[config.mk]
export PLATFORM = sky130hd
export DESIGN_NAME = multi_clk_gen
export DESIGN_NICKNAME = d
export VERILOG_FILES = /design/src/rtl/clk_gen_pkg.sv /design/src/rtl/clk_gen_channel.sv /design/src/rtl/multi_clk_gen.sv
export SDC_FILE = /design/constraint.sdc
export NUM_CORES = 2
export LEC_CHECK = 0
export BUFFER_PORTS_ARGS = -buffer_cell sky130_fd_sc_hd__buf_2
export CAP_MARGIN = 20
export CORE_ASPECT_RATIO = 1.4
export CORE_MARGIN = 2
export CORE_UTILIZATION = 50
export CTS_CLUSTER_SIZE = 16
export DETAILED_ROUTE_END_ITERATION = 10
export PLACE_DENSITY = 0.66
export REMOVE_ABC_BUFFERS = 1
export SLEW_MARGIN = 10
export SYNTH_ARGS = -nofsm -noshare
export SYNTH_HDL_FRONTEND = slang
export SYNTH_SLANG_ARGS = --single-unit
[constraint.sdc]
create_clock -name clk_100MHz -period 21.7 [get_ports clk_100MHz]
set_input_delay 3.255 -clock clk_100MHz [delete_from_list [all_inputs] [get_ports clk_100MHz]]
set_output_delay 3.255 -clock clk_100MHz [all_outputs]
set_load 0.01 [all_outputs]
[src/rtl/clk_gen_pkg.sv]
// Shared constants and helpers for the multi-channel clock generator.
package clk_gen_pkg;

  // Default width of counters, periods and high times.
  localparam int CNT_W_DEF  = 32;

  // Shortest period a channel can run; one high and one low cycle.
  localparam int MIN_PERIOD = 2;

  // Channel-index width; at least one bit so a single-channel build still has a port.
  function automatic int CH_W(input int num_ch);
    return (num_ch > 1) ? $clog2(num_ch) : 1;
  endfunction

endpackage

[src/rtl/clk_gen_channel.sv]
// One divider channel: free-running counter, active and shadow period/high
// registers, pending-update flag and registered clk_out/tick.
module clk_gen_channel
  import clk_gen_pkg::*;
#(
  parameter int          CNT_W          = CNT_W_DEF,
  parameter int unsigned DEFAULT_PERIOD = 100_000_000,
  parameter int unsigned DEFAULT_HIGH   = 50_000_000
) (
  input  logic             clk_100MHz,
  input  logic             reset_n,
  input  logic             en,
  input  logic             wr,
  input  logic [CNT_W-1:0] wr_period,
  input  logic [CNT_W-1:0] wr_high,
  output logic             clk_out,
  output logic             tick
);

  localparam logic [CNT_W-1:0] DEF_P = CNT_W'(DEFAULT_PERIOD);
  localparam logic [CNT_W-1:0] DEF_H = CNT_W'(DEFAULT_HIGH);
  localparam logic [CNT_W-1:0] ONE   = CNT_W'(1);

  logic [CNT_W-1:0] cnt;
  logic [CNT_W-1:0] act_p, act_h;
  logic [CNT_W-1:0] sh_p, sh_h;
  logic             pend;
  logic             run;

  logic [CNT_W-1:0] eff_p, eff_h;
  logic             eff_pend;
  logic             wrap;
  logic             apply;
  logic [CNT_W-1:0] nxt_p, nxt_h, nxt_cnt;

  // Next-state: a write this cycle overrides the shadow so it can land on this
  // very wrap; the shadow is promoted only at a wrap or while disabled, so a
  // running period is never cut or stretched. The first enabled edge only
  // starts the period at count 0; it does not advance.
  always_comb begin
    eff_p    = wr ? wr_period : sh_p;
    eff_h    = wr ? wr_high   : sh_h;
    eff_pend = wr | pend;
    wrap     = run && (cnt == act_p - ONE);
    apply    = eff_pend && (!en || wrap);
    nxt_p    = apply ? eff_p : act_p;
    nxt_h    = apply ? eff_h : act_h;
    nxt_cnt  = (!en || !run || wrap) ? '0 : cnt + ONE;
  end

  // Counter, configuration registers and pending flag.
  always_ff @(posedge clk_100MHz) begin
    if (!reset_n) begin
      run   <= 1'b0;
      cnt   <= '0;
      act_p <= DEF_P;
      act_h <= DEF_H;
      sh_p  <= DEF_P;
      sh_h  <= DEF_H;
      pend  <= 1'b0;
    end else begin
      run   <= en;
      cnt   <= nxt_cnt;
      act_p <= nxt_p;
      act_h <= nxt_h;
      sh_p  <= eff_p;
      sh_h  <= eff_h;
      pend  <= eff_pend && !apply;
    end
  end

  // Outputs are registered from the next count so they line up with cnt.
  always_ff @(posedge clk_100MHz) begin
    if (!reset_n) begin
      clk_out <= 1'b0;
      tick    <= 1'b0;
    end else begin
      clk_out <= en && (nxt_cnt < nxt_h);
      tick    <= en && (nxt_cnt == nxt_p - ONE);
    end
  end

endmodule

[src/rtl/multi_clk_gen.sv]
// NUM_CH independent programmable clock dividers with a shared config write
// port. Invalid writes are dropped and flagged on cfg_err for one cycle.
module multi_clk_gen
  import clk_gen_pkg::*;
#(
  parameter int          NUM_CH         = 4,
  parameter int          CNT_W          = CNT_W_DEF,
  parameter int unsigned DEFAULT_PERIOD = 100_000_000,
  parameter int unsigned DEFAULT_HIGH   = 50_000_000
) (
  input  logic                      clk_100MHz,
  input  logic                      reset_n,
  input  logic [NUM_CH-1:0]         ch_en,
  input  logic                      cfg_wr,
  input  logic [CH_W(NUM_CH)-1:0]   cfg_ch,
  input  logic [CNT_W-1:0]          cfg_period,
  input  logic [CNT_W-1:0]          cfg_high,
  output logic                      cfg_err,
  output logic [NUM_CH-1:0]         clk_out,
  output logic [NUM_CH-1:0]         tick
);

  localparam int CHW = CH_W(NUM_CH);

  logic              cfg_ok;
  logic [NUM_CH-1:0] wr_sel;

  // Index is widened before the range check so non-power-of-2 channel
  // counts reject the unused codes.
  assign cfg_ok = (32'(cfg_ch) < 32'(NUM_CH)) &&
                  (cfg_period >= CNT_W'(MIN_PERIOD));

  // Rejection strobe, one cycle per bad write.
  always_ff @(posedge clk_100MHz) begin
    if (!reset_n) cfg_err <= 1'b0;
    else          cfg_err <= cfg_wr && !cfg_ok;
  end

  for (genvar i = 0; i < NUM_CH; i++) begin : g_ch
    assign wr_sel[i] = cfg_wr && cfg_ok && (cfg_ch == CHW'(i));

    clk_gen_channel #(
      .CNT_W          (CNT_W),
      .DEFAULT_PERIOD (DEFAULT_PERIOD),
      .DEFAULT_HIGH   (DEFAULT_HIGH)
    ) u_ch (
      .clk_100MHz (clk_100MHz),
      .reset_n    (reset_n),
      .en         (ch_en[i]),
      .wr         (wr_sel[i]),
      .wr_period  (cfg_period),
      .wr_high    (cfg_high),
      .clk_out    (clk_out[i]),
      .tick       (tick[i])
    );
  end

endmodule

==> insert_results.sql <==
INSERT INTO impl_metrics (metric_group, metric, value, unit) VALUES
('critical_path', 'endpoint_kind', 'flip-flop', ''),
('global_routing', 'grt_start_max_net_pins', '170', ''),
('critical_path', 'timing.critical_path.required', '22.21', 'ns'),
('worst_hold_path', 'hold_depth', '2', ''),
('flow_run', 'drv.max_cap_violation_count', '0', ''),
('die', 'dieArea', '0.0803', 'sq mm'),
('sta', 'report.final.slew_viol_count', '0', ''),
('cts', 'postCtsHoldBufs', '0', ''),
('cts', 'cts_tree', 'built', ''),
('logic_synthesis', 'synth_top_cell_area_share', '0.337', ''),
('critical_path', 'timing.reg2reg.worst_path_depth', '20', ''),
('logic_synthesis', 'synth_cell_type_count', '92', ''),
('critical_path', 'rrSetupSlack', '13.78', 'ns'),
('logic_synthesis', 'synthesis.area_per_instance', '7.92', 'sq um'),
('detailed_routing', 'vias_per_cell', '6.05', ''),
('logic_synthesis', 'synth_area_leaders', 'sky130_fd_sc_hd__dfxtp_1 34%, sky130_fd_sc_hd__nor2_1 7.7%, sky130_fd_sc_hd__mux2i_1 7.5%, sky130_fd_sc_hd__xnor2_1 6.2%, sky130_fd_sc_hd__ha_1 4.4%', ''),
('logic_synthesis', 'netlist_area', '0.0390', 'sq mm'),
('placement', 'dp_hpwl', '99700', 'microns'),
('logic_synthesis', 'ys_top_cells_by_count', '804 x sky130_fd_sc_hd__nor2_1, 657 x sky130_fd_sc_hd__dfxtp_1, 442 x sky130_fd_sc_hd__nand2_1, 317 x sky130_fd_sc_hd__a21oi_1, 291 x sky130_fd_sc_hd__mux2i_1', ''),
('sta', 'clock.fmax', '111', 'MHz'),
('detailed_routing', 'initialDrtViolationCount', '3425', ''),
('cts', 'cts.repair.resized', '0', ''),
('detailed_routing', 'antenna_left', '0', ''),
('detailed_routing', 'count_of_tritonroute_iterations_in_the_first_routing_pass', '6', ''),
('logic_synthesis', 'ys_dominant_reg_cell', 'sky130_fd_sc_hd__dfxtp_1', ''),
('placement', 'placedCellCount', '5776', ''),
('cts', 'clk_transition_reported_paths', '0.06', 'ns'),
('sta', 'min_period_over_period', '0.417', ''),
('critical_path', 'setup.worst_path.class', 'in2reg', ''),
('critical_path', 'crit_path_cell_trace', 'buf_2, or4_1, or3_1, nor3_1, nor2_4, buf_4, o22ai_4, buf_4, buf_4, a21oi_1, ha_1, nand4_1, or2_2, nor3_1, inv_1, nor3_1, o2111ai_1, o221a_2', ''),
('critical_path', 'worst-path-max-fanout', '83', ''),
('layout', 'final-instance-count-excl-fill', '5902', ''),
('sta', 'final-hold-violation-count', '0', ''),
('global_routing', 'antenna_found_initial', '7', ''),
('power_and_ir_drop', 'total_leakage_power', '16.6', 'nW'),
('cts', 'cts-buffers-inserted', '70', ''),
('sta', 'grt_setup_unrepaired', 'no', ''),
('die', 'initial_utilization', '0.503', ''),
('logic_synthesis', 'cell_count_after_synthesis', '4925', ''),
('placement', 'port_buffers', '81', ''),
('logic_synthesis', 'synth_most_common_cell', 'sky130_fd_sc_hd__nor2_1', ''),
('cts', 'cts.sink_count', '657', ''),
('detailed_routing', 'wl_per_cell', '22.8', 'microns'),
('critical_path', 'worstReg2RegEnd', 'g_ch[0].u_ch.tick', ''),
('sta', 'worst-slew-pin-transition', '1.10', 'ns'),
('critical_path', 'critPathTopFamily', 'simple AND/OR/NAND/NOR gates', ''),
('global_routing', 'first_pass_grt_wire_length', '203000', 'microns'),
('detailed_routing', 'detail_route.wirelength', '134000', 'microns'),
('global_routing', 'globalRouteOverflowTotal', '0', ''),
('power_and_ir_drop', 'ir_worst_vdd', '0.0542', 'mV'),
('layout', 'nets', '5012', ''),
('logic_synthesis', 'postSynth.asyncResetShare', '0', ''),
('layout', 'syn_to_final_growth', '8.05', '%'),
('sta', 'report.final.setup_viol', '0', ''),
('critical_path', 'timing.critical_path.slowest_cell_delay', '0.78', 'ns'),
('die', 'pin_count', '82', ''),
('critical_path', 'arrival', '9.55', 'ns'),
('critical_path', 'cp-start-kind', 'input port', ''),
('die', 'core_area', '0.0775', 'sq mm'),
('logic_synthesis', 'synth_seq_cells', '657', ''),
('global_routing', 'first_global_vias', '33200', ''),
('logic_synthesis', 'cell_type_with_the_highest_aggregate_area_in_the_netlist', 'sky130_fd_sc_hd__dfxtp_1', ''),
('sta', 'setup_tns', '0', 'ns'),
('cts', 'cts_root_buffer', 'sky130_fd_sc_hd__clkbuf_16', ''),
('detailed_routing', 'total_vias_in_the_final_route', '35700', ''),
('run_status', 'status', 'finished clean', ''),
('die', 'rows', '121', ''),
('sta', 'clock_period_minus_final_worst_setup_slack', '9.04', 'ns'),
('worst_hold_path', 'hold_class', 'reg2reg', ''),
('power_and_ir_drop', 'powerDensity', '66.2', 'mW/mm^2'),
('global_routing', 'globalRouteTotalUtil', '0.329', '');
placed cells by master, fill, tap and decap left out, types with 12 or more instances in the layout:
cell type / n
sky130_fd_sc_hd__a2111oi_0: 12
sky130_fd_sc_hd__a211oi_1: 33
sky130_fd_sc_hd__a21o_1: 34
sky130_fd_sc_hd__a21oi_1: 317
sky130_fd_sc_hd__a31oi_1: 36
sky130_fd_sc_hd__and2_1: 36
sky130_fd_sc_hd__and3_1: 53
sky130_fd_sc_hd__and4_1: 14
sky130_fd_sc_hd__buf_2: 80
sky130_fd_sc_hd__buf_4: 48
sky130_fd_sc_hd__clkbuf_1: 15
sky130_fd_sc_hd__clkbuf_16: 73
sky130_fd_sc_hd__clkbuf_8: 14
sky130_fd_sc_hd__dfxtp_1: 657
sky130_fd_sc_hd__ha_1: 136
sky130_fd_sc_hd__inv_1: 84
sky130_fd_sc_hd__mux2_2: 32
sky130_fd_sc_hd__mux2i_1: 291
sky130_fd_sc_hd__nand2_1: 440
sky130_fd_sc_hd__nand2b_1: 35
sky130_fd_sc_hd__nand3_1: 121
sky130_fd_sc_hd__nand3b_1: 17
sky130_fd_sc_hd__nand4_1: 84
sky130_fd_sc_hd__nor2_1: 802
sky130_fd_sc_hd__nor2b_1: 32
sky130_fd_sc_hd__nor3_1: 277
sky130_fd_sc_hd__nor3b_1: 18
sky130_fd_sc_hd__nor4_1: 85
sky130_fd_sc_hd__nor4b_1: 20
sky130_fd_sc_hd__o2111ai_1: 12
sky130_fd_sc_hd__o211ai_1: 26
sky130_fd_sc_hd__o21a_1: 13
sky130_fd_sc_hd__o21ai_0: 116
sky130_fd_sc_hd__o31ai_1: 20
sky130_fd_sc_hd__or2_2: 31
sky130_fd_sc_hd__or3_1: 45
sky130_fd_sc_hd__or4_1: 41
sky130_fd_sc_hd__xnor2_1: 276
sky130_fd_sc_hd__xor2_1: 187
cell type report:
cell class | count | area, sq um
antenna | 4 | 10.0
clock buffer | 101 | 2060
clock inverter | 21 | 226
fill | 7491 | 35400
inverter | 85 | 327
multi-input combinational | 3859 | 24300
sequential | 657 | 13200
tap | 1045 | 1310
timing repair buffer | 130 | 795
registers in the layout (all words and copies together) (netlist names):
register           count
g_ch.u_ch.act_h      128
g_ch.u_ch.act_p      128
g_ch.u_ch.cnt        128
g_ch.u_ch.sh_h       128
g_ch.u_ch.sh_p       128
g_ch.u_ch.clk_out      4
g_ch.u_ch.pend         4
g_ch.u_ch.run          4
g_ch.u_ch.tick         4
cfg_err                1
worst min-delay path, delay by kind of cell (launching register included):
kind               cells  cell delay [ns]
DFF                    1             0.31
and+or+nand+nor        1             0.06
AOI/OAI and AO/OA      1             0.07
power breakdown:
group	switching [W]	leakage [nW]	total [W]	internal [W]
logic	0.000205	10.2	0.000300	0.0000953
clock network	0.000524	1.13	0.00123	0.000708
registers	0.0000221	5.33	0.00126	0.00123
cells by family after synthesis:
| kind of cell | share of synthesized area |
|---|---|
| simple gates | 0.265 |
| flops | 0.337 |
| mux | 0.0850 |
| buf+inv | 0.0423 |
| compound gates | 0.118 |
| fa+ha+maj | 0.0436 |
| xor+xnor | 0.109 |
routing by layer:
metal | global-route usage | routed length, microns | vias up
li1 | - | - | 17000
met1 | 0.424 | 55600 | 17000
met2 | 0.521 | 60500 | 1367
met3 | 0.0469 | 9300 | 298
met4 | 0.198 | 8970 | 2
met5 | 0 | 11 | -
worst max-delay path by stage:
stage	startpoint	to	cells past startpoint
floorplan	cfg_period[17]	g_ch[1].u_ch.tick	17
global placement	cfg_period[17]	g_ch[0].u_ch.clk_out	26
detailed placement	cfg_period[17]	g_ch[3].u_ch.clk_out	18
CTS	cfg_period[17]	g_ch[3].u_ch.clk_out	18
global route	cfg_period[17]	g_ch[3].u_ch.clk_out	18
finish	cfg_period[17]	g_ch[3].u_ch.clk_out	18
stage by stage:
stage | setup WS, ns | hold slack (ns) | instance area, sq um | power (W) | utilization
final | 12.66 | 0.462 | 42100 | 0.00279 | 0.544
after global routing | 12.17 | 0.483 | 42100 | 0.00287 | 0.544
after CTS | 12.73 | 0.465 | 42100 | 0.00279 | 0.544
after detailed placement | 12.09 | 0.450 | 39800 | 0.00157 | 0.514
after global placement | 12.19 | 0.443 | 39800 | 0.00157 | 0.514
after floorplan | 8.55 | 0.430 | 37700 | 0.00146 | -
(Power assumes the default switching activity.)
